<file path="src/rtl/mavg_multich_filter_if.sv">
// Stream, handshake and config bundle for the multi-channel moving-average filter.
// slave = filter side, master = upstream/downstream side.
interface mavg_multich_filter_if #(
  parameter int IN_DATA_WIDTH  = 12,
  parameter int OUT_DATA_WIDTH = 16,
  parameter int NUM_CH         = 2
);
  logic [3:0]                       cfg_log2_n;
  logic                             cfg_mode;
  logic                             s_valid;
  logic                             s_ready;
  logic [NUM_CH*IN_DATA_WIDTH-1:0]  s_data;
  logic                             m_valid;
  logic                             m_ready;
  logic [NUM_CH*OUT_DATA_WIDTH-1:0] m_data;
  logic                             flush_done;

  modport master (
    output cfg_log2_n, cfg_mode, s_valid, s_data, m_ready,
    input  s_ready, m_valid, m_data, flush_done
  );

  modport slave (
    input  cfg_log2_n, cfg_mode, s_valid, s_data, m_ready,
    output s_ready, m_valid, m_data, flush_done
  );
endinterface

</file>
<file path="src/rtl/mavg_multich_filter.sv">
// Multi-channel moving-average filter: sliding-window or block/decimate averaging
// of 2^log2_n samples per channel, single output register with valid/ready.
//
// state    | meaning
// ST_RUN   | normal operation, beats accepted when the output slot is free
// ST_FLUSH | one cycle after a config change: state cleared, input stalled, flush_done high
module mavg_multich_filter #(
  parameter int IN_DATA_WIDTH  = 12,
  parameter int OUT_DATA_WIDTH = 16,
  parameter int NUM_CH         = 2,
  parameter int MAX_LOG2_N     = 5
) (
  input  logic                 clk,
  input  logic                 rst,
  mavg_multich_filter_if.slave bus
);
  localparam int DEPTH = 1 << MAX_LOG2_N;
  localparam int AW    = IN_DATA_WIDTH + MAX_LOG2_N;
  localparam int PW    = MAX_LOG2_N;
  localparam int FW    = MAX_LOG2_N + 1;
  localparam int LW    = $clog2(MAX_LOG2_N + 1);

  typedef enum logic {ST_RUN, ST_FLUSH} state_t;

  state_t r_state, w_state_next;

  logic [LW-1:0] w_cfg_log2;
  logic [LW-1:0] r_log2;
  logic          r_mode;
  logic          w_cfg_change;
  logic          w_flush_done;
  logic          w_run;

  logic          w_s_ready;
  logic          w_accept;
  logic          w_emit;
  logic          r_m_valid;
  logic [NUM_CH*OUT_DATA_WIDTH-1:0] r_m_data;
  logic [NUM_CH*OUT_DATA_WIDTH-1:0] w_m_data_next;

  logic [PW-1:0] r_wr_ptr;
  logic [PW-1:0] w_rd_ptr;
  logic [PW-1:0] r_phase;
  logic [FW-1:0] r_fill;
  logic [FW-1:0] w_fill_next;
  logic [FW-1:0] w_n;
  logic          w_hist_full;
  logic          w_block_last;

  // Requested window exponent saturates at the history depth.
  assign w_cfg_log2   = (bus.cfg_log2_n > 4'(MAX_LOG2_N)) ? LW'(MAX_LOG2_N)
                                                          : bus.cfg_log2_n[LW-1:0];
  assign w_cfg_change = (w_cfg_log2 != r_log2) || (bus.cfg_mode != r_mode);

  always_ff @(posedge clk) begin
    if (!rst) r_state <= ST_RUN;
    else      r_state <= w_state_next;
  end

  always_comb begin
    w_state_next = ST_RUN;
    w_flush_done = 1'b0;
    w_run        = 1'b1;
    case (r_state)
      ST_RUN: begin
        if (w_cfg_change) w_state_next = ST_FLUSH;
      end
      ST_FLUSH: begin
        w_flush_done = 1'b1;
        w_run        = 1'b0;
        if (w_cfg_change) w_state_next = ST_FLUSH;
      end
      default: w_state_next = ST_RUN;
    endcase
  end

  assign w_s_ready    = rst && w_run && (!r_m_valid || bus.m_ready);
  assign w_accept     = bus.s_valid && w_s_ready;

  assign w_n          = FW'(1) << r_log2;
  assign w_rd_ptr     = r_wr_ptr - w_n[PW-1:0];
  assign w_hist_full  = (r_fill >= w_n);
  assign w_fill_next  = w_hist_full ? r_fill : r_fill + FW'(1);
  assign w_block_last = ({1'b0, r_phase} == (w_n - FW'(1)));
  assign w_emit       = r_mode ? w_block_last : (w_fill_next >= w_n);

  // A beat accepted in the same cycle as a config change is still computed
  // with the old config; the flush below discards its effect on the state.
  always_ff @(posedge clk) begin
    if (!rst || w_cfg_change) begin
      r_log2   <= w_cfg_log2;
      r_mode   <= bus.cfg_mode;
      r_wr_ptr <= '0;
      r_fill   <= '0;
      r_phase  <= '0;
    end else if (w_accept) begin
      if (r_mode) begin
        r_phase <= w_block_last ? '0 : r_phase + PW'(1);
      end else begin
        r_wr_ptr <= r_wr_ptr + PW'(1);
        r_fill   <= w_fill_next;
      end
    end
  end

  for (genvar k = 0; k < NUM_CH; k++) begin : g_ch
    logic        [IN_DATA_WIDTH-1:0] r_hist [DEPTH];
    logic signed [AW-1:0]            r_acc;
    logic signed [AW-1:0]            w_sum;
    logic signed [IN_DATA_WIDTH-1:0] w_x;
    logic signed [IN_DATA_WIDTH-1:0] w_old;
    logic signed [IN_DATA_WIDTH-1:0] w_avg;

    assign w_x   = bus.s_data[k*IN_DATA_WIDTH +: IN_DATA_WIDTH];
    // Stale history past the fill level never reaches the sum.
    assign w_old = (!r_mode && w_hist_full) ? r_hist[w_rd_ptr] : '0;
    assign w_sum = r_acc + AW'(w_x) - AW'(w_old);
    assign w_avg = IN_DATA_WIDTH'(w_sum >>> r_log2);

    assign w_m_data_next[k*OUT_DATA_WIDTH +: OUT_DATA_WIDTH] = OUT_DATA_WIDTH'(w_avg);

    always_ff @(posedge clk) begin
      if (!rst || w_cfg_change) r_acc <= '0;
      else if (w_accept)        r_acc <= (r_mode && w_block_last) ? '0 : w_sum;
    end

    always_ff @(posedge clk) begin
      if (w_accept && !r_mode) r_hist[r_wr_ptr] <= w_x;
    end
  end

  always_ff @(posedge clk) begin
    if (!rst) begin
      r_m_valid <= 1'b0;
      r_m_data  <= '0;
    end else if (w_accept) begin
      r_m_valid <= w_emit;
      if (w_emit) r_m_data <= w_m_data_next;
    end else if (bus.m_ready) begin
      r_m_valid <= 1'b0;
    end
  end

  assign bus.s_ready    = w_s_ready;
  assign bus.m_valid    = r_m_valid;
  assign bus.m_data     = r_m_data;
  assign bus.flush_done = w_flush_done;

endmodule

</file>
<file path="src/flat_wrapper.sv">
// flat-port wrapper written by rule: the top's interface ports become plain ports
module mavg_multich_filter_flat 
#(
  parameter int IN_DATA_WIDTH  = 12,
  parameter int OUT_DATA_WIDTH = 16,
  parameter int NUM_CH         = 2,
  parameter int MAX_LOG2_N     = 5
)
  (clk, rst, bus_cfg_log2_n, bus_cfg_mode, bus_s_valid, bus_s_data, bus_m_ready, bus_s_ready, bus_m_valid, bus_m_data, bus_flush_done);
  mavg_multich_filter_if #(.IN_DATA_WIDTH(IN_DATA_WIDTH), .OUT_DATA_WIDTH(OUT_DATA_WIDTH), .NUM_CH(NUM_CH)) bus_i ();
  input  logic clk;
  input  logic rst;
  input wire logic [$bits(bus_i.cfg_log2_n)-1:0] bus_cfg_log2_n;
  input wire logic [$bits(bus_i.cfg_mode)-1:0] bus_cfg_mode;
  input wire logic [$bits(bus_i.s_valid)-1:0] bus_s_valid;
  input wire logic [$bits(bus_i.s_data)-1:0] bus_s_data;
  input wire logic [$bits(bus_i.m_ready)-1:0] bus_m_ready;
  output wire logic [$bits(bus_i.s_ready)-1:0] bus_s_ready;
  output wire logic [$bits(bus_i.m_valid)-1:0] bus_m_valid;
  output wire logic [$bits(bus_i.m_data)-1:0] bus_m_data;
  output wire logic [$bits(bus_i.flush_done)-1:0] bus_flush_done;
  assign bus_i.cfg_log2_n = bus_cfg_log2_n;
  assign bus_i.cfg_mode = bus_cfg_mode;
  assign bus_i.s_valid = bus_s_valid;
  assign bus_i.s_data = bus_s_data;
  assign bus_i.m_ready = bus_m_ready;
  assign bus_s_ready = bus_i.s_ready;
  assign bus_m_valid = bus_i.m_valid;
  assign bus_m_data = bus_i.m_data;
  assign bus_flush_done = bus_i.flush_done;
  mavg_multich_filter #(.IN_DATA_WIDTH(IN_DATA_WIDTH), .OUT_DATA_WIDTH(OUT_DATA_WIDTH), .NUM_CH(NUM_CH), .MAX_LOG2_N(MAX_LOG2_N)) u_core (.clk(clk), .rst(rst), .bus(bus_i));
endmodule
</file>
<file path="config.mk">
export PLATFORM = sky130hd
export DESIGN_NAME = mavg_multich_filter_flat
export DESIGN_NICKNAME = d
export VERILOG_FILES = /design/src/rtl/mavg_multich_filter_if.sv /design/src/rtl/mavg_multich_filter.sv /design/src/flat_wrapper.sv
export SDC_FILE = /design/constraint.sdc
export NUM_CORES = 1
export LEC_CHECK = 0
export ABC_AREA = 1
export BUFFER_PORTS_ARGS = -buffer_cell sky130_fd_sc_hd__buf_2
export CAP_MARGIN = 25
export CELL_PAD_IN_SITES_DETAIL_PLACEMENT = 0
export CELL_PAD_IN_SITES_GLOBAL_PLACEMENT = 2
export CORE_UTILIZATION = 43
export CTS_CLUSTER_DIAMETER = 50
export DETAILED_ROUTE_END_ITERATION = 7
export GPL_TIMING_DRIVEN = 0
export PLACE_DENSITY_LB_ADDON = 0.08
export RECOVER_POWER = 50
export SLEW_MARGIN = 10
export SYNTH_ARGS = -nofsm -noshare
export SYNTH_HDL_FRONTEND = slang
export SYNTH_SLANG_ARGS = --single-unit
export TNS_END_PERCENT = 5
</file>
<file path="constraint.sdc">
create_clock -name clk -period 6.3 [get_ports clk]
set_input_delay 0.945 -clock clk [delete_from_list [all_inputs] [get_ports clk]]
set_output_delay 0.945 -clock clk [all_outputs]
set_load 0.05 [all_outputs]
</file>
# [After elaboration in Yosys (flattened, before gate mapping)]
# Memory sizes are Yosys's and may differ from the RTL's.
# Cells that the tools add are included.
[word_totals] wordCells=62 ram_bits=768 in_bits=33 output_inout_bits=35 ff_bits=84 n_memories=2
[memory_table] name="u_core.g_ch[0].r_hist" words=32 word_bits=12 read_ports=1 rd_clocked_by_memory_dff=0 write_ports=1 line="mavg_multich_filter.sv:107" source="logic [IN_DATA_WIDTH-1:0] r_hist [DEPTH];"
[memory_table] name="u_core.g_ch[1].r_hist" words=32 word_bits=12 read_ports=1 rd_clocked_by_memory_dff=0 write_ports=1 line="mavg_multich_filter.sv:107"
[classes] muxes=15 n_eq_ne=3 reduce_logical=16 order_cmp=3 shifts=3 n_bitwise=1 n_addsub=9
[op_table] operator="adder 17 x 12 -> 17 bit" n=2
[op_table] operator="two-way mux 17 bit" n=2
[op_table] operator=">>> shifter 17 x 3 -> 12 bit" n=2
[op_table] operator="subtractor 17 x 12 -> 17 bit" n=2
[op_table] operator="two-way mux 12 bit" n=2
[op_table] operator="greater-or-equal comparator 6 bit" n=2
[op_table] operator="adder 5 x 1 -> 5 bit, second input constant" n=2
[op_table] operator="two-way mux 1 bit" n=8
[op_table] operator="adder 6 x 1 -> 6 bit, second input constant" n=1
[op_table] operator="== test 5 x 6 -> 1 bit" n=1
[op_table] operator="logical AND 1 bit" n=6
[op_table] operator="two-way mux 6 bit" n=1
[op_table] operator="AND reduction 2 bit" n=3
[op_table] operator="<< shifter 1 x 3 -> 6 bit, first input constant" n=1
[op_table] operator="subtractor 6 x 1 -> 6 bit, second input constant" n=1
[op_table] operator="two-way mux 5 bit" n=1
[op_table] operator="subtractor 5 bit" n=1
[op_table] operator="> comparator 4 x 3 -> 1 bit, second input constant" n=1
[op_table] operator="logical NOT 1 bit" n=3
[op_table] operator="logical OR 1 bit" n=3
[op_table] operator="two-way mux 3 bit" n=1
[op_table] operator="!= test 3 bit" n=1
[op_table] operator="nonzero test 2 bit" n=1
[op_table] operator="!= test 1 bit" n=1
[op_table] operator="NOT 1 bit" n=1

# [Longest topological paths before layout]
# Gate-level depths: netlist of run 1.
[depth] ltp_word=7 depth_mapped=36 ltp_nobuf=32

# [Least setup slack after synthesis of run 1]
# No wires, ideal clock.
[synth_path] path_kind="reg-to-reg" startpoint="reg u_core.r_log2[0]" endpoint="reg u_core.r_m_data[7], in the netlist u_core.bus.m_data[7]" required_time_ns=6.184 stages_incl_launch_ff=30 period_less_slack_ns=4.913 setup_ns=0.116 arrival_time_ns=4.797 path_buffers=5 setup_slack_ns=1.387 path_cell_list="edfxtp_1 buf_6 nor2_4 nand2_1 inv_1 ha_1 fa_1 clkbuf_1 inv_1 buf_2 buf_2 clkbuf_1 nand3_1 a32oi_1 nand2_1 o21ai_1 a21oi_1 fa_1 inv_1 ha_1 or2_2 nand3_1 nand2_1 or2_2 nand3_1 nand3_1 nand3_1 nand2_1 nor2_1 nor2_1"
[synth_via] elab_chain_len=6 elab_cells_between_ends=14 classes_between="3 x add/sub; 2 x order compare; 1 x eq/ne; 2 x shift; 3 x mux; 2 x reduce/logical; 1 x memory"
[synth_rtl] item="start: declaration" line="mavg_multich_filter.sv:28" source="logic [LW-1:0] r_log2;"
[synth_rtl] item="start signal: assignment" line="mavg_multich_filter.sv:91" source="r_log2 <= w_cfg_log2;"
[synth_rtl] item="<< shifter 1 x 3 -> 6 bit" line="mavg_multich_filter.sv:80" source="assign w_n = FW'(1) << r_log2;"
[synth_rtl] item="subtractor 5 bit or greater-or-equal comparator 6 bit (tied branches)" line="mavg_multich_filter.sv:81, mavg_multich_filter.sv:82"
[synth_rtl] item="memory read (32 x 12 bit) (tied with other cells)"
[synth_rtl] item="two-way mux 12 bit or greater-or-equal comparator 6 bit (tied branches)" line="mavg_multich_filter.sv:116, mavg_multich_filter.sv:85"
[synth_rtl] item="subtractor 17 x 12 -> 17 bit or two-way mux 1 bit (tied branches)" line="mavg_multich_filter.sv:117, mavg_multich_filter.sv:85"
[synth_rtl] item=">>> shifter 17 x 3 -> 12 bit or AND reduction 2 bit (tied branches)"
[synth_rtl] item="end signal: assignment" line="mavg_multich_filter.sv:138" source="if (w_emit) r_m_data <= w_m_data_next;"
[synth_rtl] item="end: declaration" line="mavg_multich_filter.sv:38" source="logic [NUM_CH*OUT_DATA_WIDTH-1:0] r_m_data;"
# Several ways; a longest one is shown, not always the timed one.
# A chain may end at the register's enable or synchronous reset.

# [Worst setup path after layout of run 1]
[layout_path] startpoint="reg u_core.r_log2[1]" endpoint="reg u_core.r_m_data[26], in the netlist u_core.bus.m_data[26]"
# The elaborated chain is that of the path after synthesis.

==> results.py, run 1 <==
metrics = {
    "synth": {
        "syn_area_um2": 38400,
        "synthTopCellsByArea": "edfxtp_1, nand2_1, a21oi_1",
        "synth_seq_cells": 848,
        "synth_edf_count": 772,
        "synth_flop_cell": "edfxtp_1",
        "yosysSeqAreaShare": 0.643,
        "synth_area_leader_cell": "edfxtp_1",
        "post-synth-top-count-cell": "nand2_1",
        "ys_types": 53,
        "ys_warn_count": 0,
        "synth_top_area_frac": 0.603,
        "async_flop_share": 0,
        "synth_common_cells": "nand2_1, edfxtp_1, a21oi_1",
        "syn-mean-instance-area_um2": 10.8,
        "synth_nets": 3675,
        "synthCells": 3550,
    },
    "global_routing": {
        "grt_util_all_layers": 0.290,
        "grt_pass1_wl_um": 190000,
        "antenna_found_initial": 1,
        "overflow": 0,
        "grt_max_degree": 35,
        "first_global_vias": 28300,
    },
    "route": {
        "first_pass_iters": 6,
        "viasPerCell": 5.71,
        "wire_per_inst_um": 26.1,
        "via_count": 28700,
        "drc_errors": 0,
        "antenna_left": 0,
        "drt_wl_total_um": 131000,
        "dr.first_iter.drc_count": 2781,
    },
    "cts": {
        "clk_latency_ns": 0.68,
        "clk_pin_slew_worst_paths_ns": 0.05,
        "cts.htree.levels": 3,
        "cts_tree": "built",
        "cts-root-buf": "clkbuf_16",
        "cts_buffers": 105,
        "clock-sinks": 848,
        "clockBufferDepth": 3,
        "holdBufCountCts": 0,
    },
    "sta": {
        "setup_viol": 0,
        "fin_crit_sh": 0.968,
        "hold_viol_final": 0,
        "rsz0062_at_grt": "no",
        "period_minus_slack_ns": 6.10,
        "relSlewSlack": -0.628,
        "worst_pin_slew_ns": 2.44,
        "layout_setup_ws_ns": 0.202,
        "fmax_mhz": 164,
        "fin_skew_ns": 0.0225,
        "maxSlewViolCount": 751,
    },
    "cells_and_area": {
        "fin_area_um2": 45100,
        "stdcell_count": 5015,
        "layout-drive-gt1-share": 0.114,
        "syn_to_final_growth_pct": 17.2,
        "nets": 3886,
    },
    "placed_design": {
        "dp_cells": 4811,
        "place_area_um2": 41100,
        "dp_slack_ns": -1.23,
        "gp_congestion": 0.882,
        "port_buffers": 67,
        "hpwl_um": 90600,
    },
    "flow_run": {
        "cap_violations": 23,
    },
    "die": {
        "initial_core_util": 0.434,
        "fp-row-count": 109,
        "io_pins": 68,
        "die_area_um2": 90600,
        "core_area_um2": 88500,
        "die_w_um": 301,
        "die_h_um": 301,
    },
    "worst_hold_path": {
        "hp-class": "flip-flop to flip-flop",
    },
    "run_status": {
        "outcome": "finished, violations left",
        "violations": "capacitance limit, slew limit",
    },
    "worst_setup_path": {
        "cp-end-kind": "flip-flop",
        "critPathArrivalTime_ns": 6.66,
        "crit_path_start_kind": "flip-flop",
        "cp_slowest_cell": "o211ai_1",
        "cp_max_fo": 10,
        "max_stage_delay_ns": 0.58,
        "critPathKind": "flip-flop to flip-flop",
        "crit_required_ns": 6.86,
        "crit_top_cell": "nand2_1",
    },
    "power": {
        "powerDensity_nw_per_um2": 339,
        "leakagePower_nw": 16.3,
        "ir_worst_vdd_mv": 0.208,
    },
}
[logic make-up after synthesis]
family          count (synthesis)  synth area share
fa+ha+maj                      92            0.0364
buf+inv                       502            0.0522
mux                             1          0.000260
simple gates                 1421             0.153
flops                         848             0.643
xor+xnor                       29           0.00758
compound gates                657             0.108
[through the flow]
step                utilization  hold slack, ns  TNS [ns]  power, mW
floorplan                     -           0.445         0       8.05
global placement          0.455           0.454    -42.12       9.06
detailed placement        0.465           0.455    -45.00       9.08
CTS                       0.507           0.461         0       15.3
global route              0.509           0.490         0       15.9
finish                    0.509           0.465         0       15.3
[state kept, by name (all words and copies together), names as in the netlist]
register / flops
u_core.g_ch.r_hist: 768
u_core.g_ch.r_acc: 34
u_core.bus.m_data: 24
u_core.r_fill: 6
u_core.r_phase: 5
u_core.r_wr_ptr: 5
u_core.r_log2: 3
u_core.bus.m_valid: 1
u_core.r_mode: 1
u_core.r_state: 1
[layer usage]
metal,track usage,part of all wire
met3,0.0451,0.077
met1,0.391,0.42
met4,0.0874,0.030
met5,0,0
met2,0.481,0.47
[worst max-delay path: cells and delay by family, from the launching register on]
kind,cells,cell delay (ns)
adder cells (fa/ha/maj),4,1.65
AND/OR/NAND/NOR,12,1.48
AO/OA/AOI/OAI,6,1.42
buffers and inverters,8,1.07
flip-flops,1,0.35
[timing repair]
action | CTS | global route
cloned | 0 | 0
setup buffers | 3 | 11
gates resized for setup | 83 | 131
pin swaps | 5 | 9
setup endpoints to repair | 55 | 31
[where the power goes]
group	switching [mW]	total [mW]	internal, mW	leakage, nW
Sequential	0.0174	6.18	6.17	7.56
Combinational	2.06	2.88	0.825	6.96
Clock	2.46	6.20	3.74	1.75
Total	4.54	15.3	10.7	16.3
[path summary, 6_finish.rpt]
check | startpoint | to | slack [ns] | cells past startpoint
setup / recovery | u_core.r_log2[1] | u_core.bus.m_data[26] | 0.20 | 30
hold / removal | u_core.g_ch[0].r_acc[13] | u_core.g_ch[0].r_acc[13] | 0.46 | 2
setup reg to reg | u_core.r_log2[1] | u_core.bus.m_data[26] | 0.20 | 30
hold reg to reg | u_core.g_ch[0].r_acc[13] | u_core.g_ch[0].r_acc[13] | 0.46 | 2
[layout make-up]
type                       instances  area [um^2]
multi-input combinational       2200        12100
antenna                            3         7.51
clock buffer                     117         2700
timing repair buffer             110         1030
fill                            7901        43500
buffer                           202         1090
clock inverter                    76          868
inverter                         294         1110
sequential                       848        24700
tap                             1165         1460
[cells in the final DEF (no fill, tap or decap), drive strengths merged, types with 33 or more instances in the layout]
cell | netlist | layout
nand2 | 974 | 974
fa | 33 | 33
a32oi | 67 | 67
dfxtp | 76 | 76
clkinv | 8 | 47
nand3 | 281 | 281
buf | 74 | 116
o211ai | 52 | 52
o21ai | 82 | 82
nor2 | 108 | 108
a221oi | 50 | 50
a21oi | 342 | 342
inv | 286 | 303
a32o | 47 | 47
edfxtp | 772 | 772
clkbuf | 134 | 313
ha | 59 | 59
Power figures use the tool's default switching activity.
==> inputs of run 2 (changes only) <==
--- a/config.mk
+++ b/config.mk
@@ -14,8 +14,10 @@
 export CTS_CLUSTER_DIAMETER = 50
 export DETAILED_ROUTE_END_ITERATION = 7
 export GPL_TIMING_DRIVEN = 0
+export MAX_ROUTING_LAYER = met4
 export PLACE_DENSITY_LB_ADDON = 0.08
 export RECOVER_POWER = 50
+export REMOVE_ABC_BUFFERS = 1
 export SLEW_MARGIN = 10
 export SYNTH_ARGS = -nofsm -noshare
 export SYNTH_HDL_FRONTEND = slang
==> results.py, run 2 (synthesized netlist as in run 1, its figures left out) <==
metrics = {
    "run_status": {
        "outcome": "finished, violations left",
        "violations": "DRC, capacitance limit, slew limit",
    },
    "power": {
        "ir_worst_vdd_mv": 0.217,
        "leakagePower_nw": 16.3,
        "powerDensity_nw_per_um2": 333,
    },
    "cells_and_area": {
        "layout_common_cells": "nand2_1, edfxtp_1, a21oi_1, inv_1, nand3_1",
        "layout-drive-gt1-share": 0.107,
        "mostFrequentLayoutCell": "nand2_1",
        "nets": 3752,
        "syn_to_final_growth_pct": 18.5,
        "stdcell_count": 4884,
        "fin_area_um2": 45600,
        "final_util": 0.515,
        "top_register": "u_core.g_ch.r_hist",
        "largest_register_ffs": 768,
    },
    "worst_setup_path": {
        "crit_path_start_kind": "flip-flop",
        "cp-end-kind": "flip-flop",
        "max_stage_delay_ns": 0.86,
        "crit_buf_inv": 9,
        "cp_max_fo": 32,
        "critPathTopFamily": "adder cells",
        "critPathKind": "flip-flop to flip-flop",
        "crit_top_cell": "nand2_1",
        "critPathArrivalTime_ns": 6.60,
        "cp_slowest_cell": "fa_4",
        "crit_required_ns": 6.86,
    },
    "placed_design": {
        "dp_slack_ns": -2.43,
        "gp_congestion": 0.855,
        "place_area_um2": 40900,
        "port_buffers": 67,
        "dp_cells": 4632,
        "hpwl_um": 66300,
    },
    "cts": {
        "cts_tree": "built",
        "clockBufferDepth": 3,
        "holdBufCountCts": 0,
        "clk_pin_slew_worst_paths_ns": 0.06,
        "cts-root-buf": "clkbuf_16",
        "cts.htree.levels": 3,
        "clock-sinks": 848,
        "clk_latency_ns": 0.70,
        "cts_buffers": 106,
    },
    "die": {
        "die_h_um": 301,
        "io_pins": 68,
        "die_area_um2": 90600,
        "initial_core_util": 0.434,
        "core_area_um2": 88500,
        "fp-row-count": 109,
        "die_w_um": 301,
    },
    "global_routing": {
        "grt_max_degree": 111,
        "antenna_found_initial": 1,
        "grt_pass1_wl_um": 167000,
        "grt_util_all_layers": 0.255,
        "first_global_vias": 27200,
        "overflow": 0,
    },
    "route": {
        "drc_errors": 2,
        "via_count": 27200,
        "drt_wl_total_um": 113000,
        "first_pass_iters": 8,
        "viasPerCell": 5.56,
        "wire_per_inst_um": 23.1,
        "dr.first_iter.drc_count": 2202,
        "antenna_left": 0,
    },
    "sta": {
        "relSlewSlack": -0.00868,
        "period_minus_slack_ns": 6.04,
        "fmax_mhz": 165,
        "setup_viol": 0,
        "fin_skew_ns": 0.0502,
        "hold_viol_final": 0,
        "layout_setup_ws_ns": 0.255,
        "rsz0062_at_grt": "yes",
        "maxSlewViolCount": 67,
        "worst_pin_slew_ns": 1.51,
        "fin_crit_sh": 0.959,
    },
    "flow_run": {
        "cap_violations": 3,
    },
    "worst_hold_path": {
        "hp-class": "flip-flop to flip-flop",
    },
}
[run 2: layer usage]
metal | global-route usage | share of wire | vias to the layer above | routed length, um
met5 | - | 0 | - | 0
met4 | 0.0685 | 0.021 | 0 | 2340
met3 | 0.0318 | 0.051 | 133 | 5800
met2 | 0.404 | 0.47 | 665 | 53400
met1 | 0.345 | 0.45 | 13600 | 51300
li1 | - | - | 12700 | -
[run 2: final timing paths]
kind | to | cells after the start | slack [ns] | startpoint
worst max register to register | u_core.bus.m_data[24] | 30 | 0.26 | u_core.r_log2[2]
worst min register to register | u_core.g_ch[1].r_acc[14] | 2 | 0.46 | u_core.g_ch[1].r_acc[14]
worst min-delay path | u_core.g_ch[1].r_acc[14] | 2 | 0.46 | u_core.g_ch[1].r_acc[14]
worst max-delay path | u_core.bus.m_data[24] | 30 | 0.26 | u_core.r_log2[2]
[run 2: what timing repair did]
action                     4_1_cts  5_1_grt
pin swaps                        4        6
cloned                          11        8
gates resized for setup         32       51
buffers inserted                22        9
setup endpoints to repair       58       39
[run 2: report_power, final]
part           internal, mW  switching [mW]
registers              6.16          0.0145
logic                 0.921            1.91
clock network          3.71            2.46
total                  10.8            4.38
[run 2: cell type report]
| type | instances | area, um^2 |
|---|---|---|
| antenna | 2 | 5.00 |
| clock buffer | 125 | 2730 |
| clock inverter | 73 | 862 |
| fill | 7745 | 43000 |
| inverter | 294 | 1200 |
| multi-input combinational | 2200 | 12200 |
| sequential | 848 | 24700 |
| tap | 1165 | 1460 |
| timing repair buffer | 175 | 2370 |
| timing repair inverter | 2 | 20.0 |
[run 2: metrics by stage]
step                hold slack, ns  total power [mW]  setup TNS [ns]
global placement             0.453              8.86        -1602.86
floorplan                    0.445              8.03         -726.50
finish                       0.462              15.2               0
detailed placement           0.456              8.89         -118.52
global route                 0.484              15.9         -0.0623
CTS                          0.452              15.2               0
[run 2: worst min-delay path, stage by stage, from the launching register on]
cell and delay (ns):
dfxtp_1 0.30, nand2_1 0.06, a21oi_1 0.05
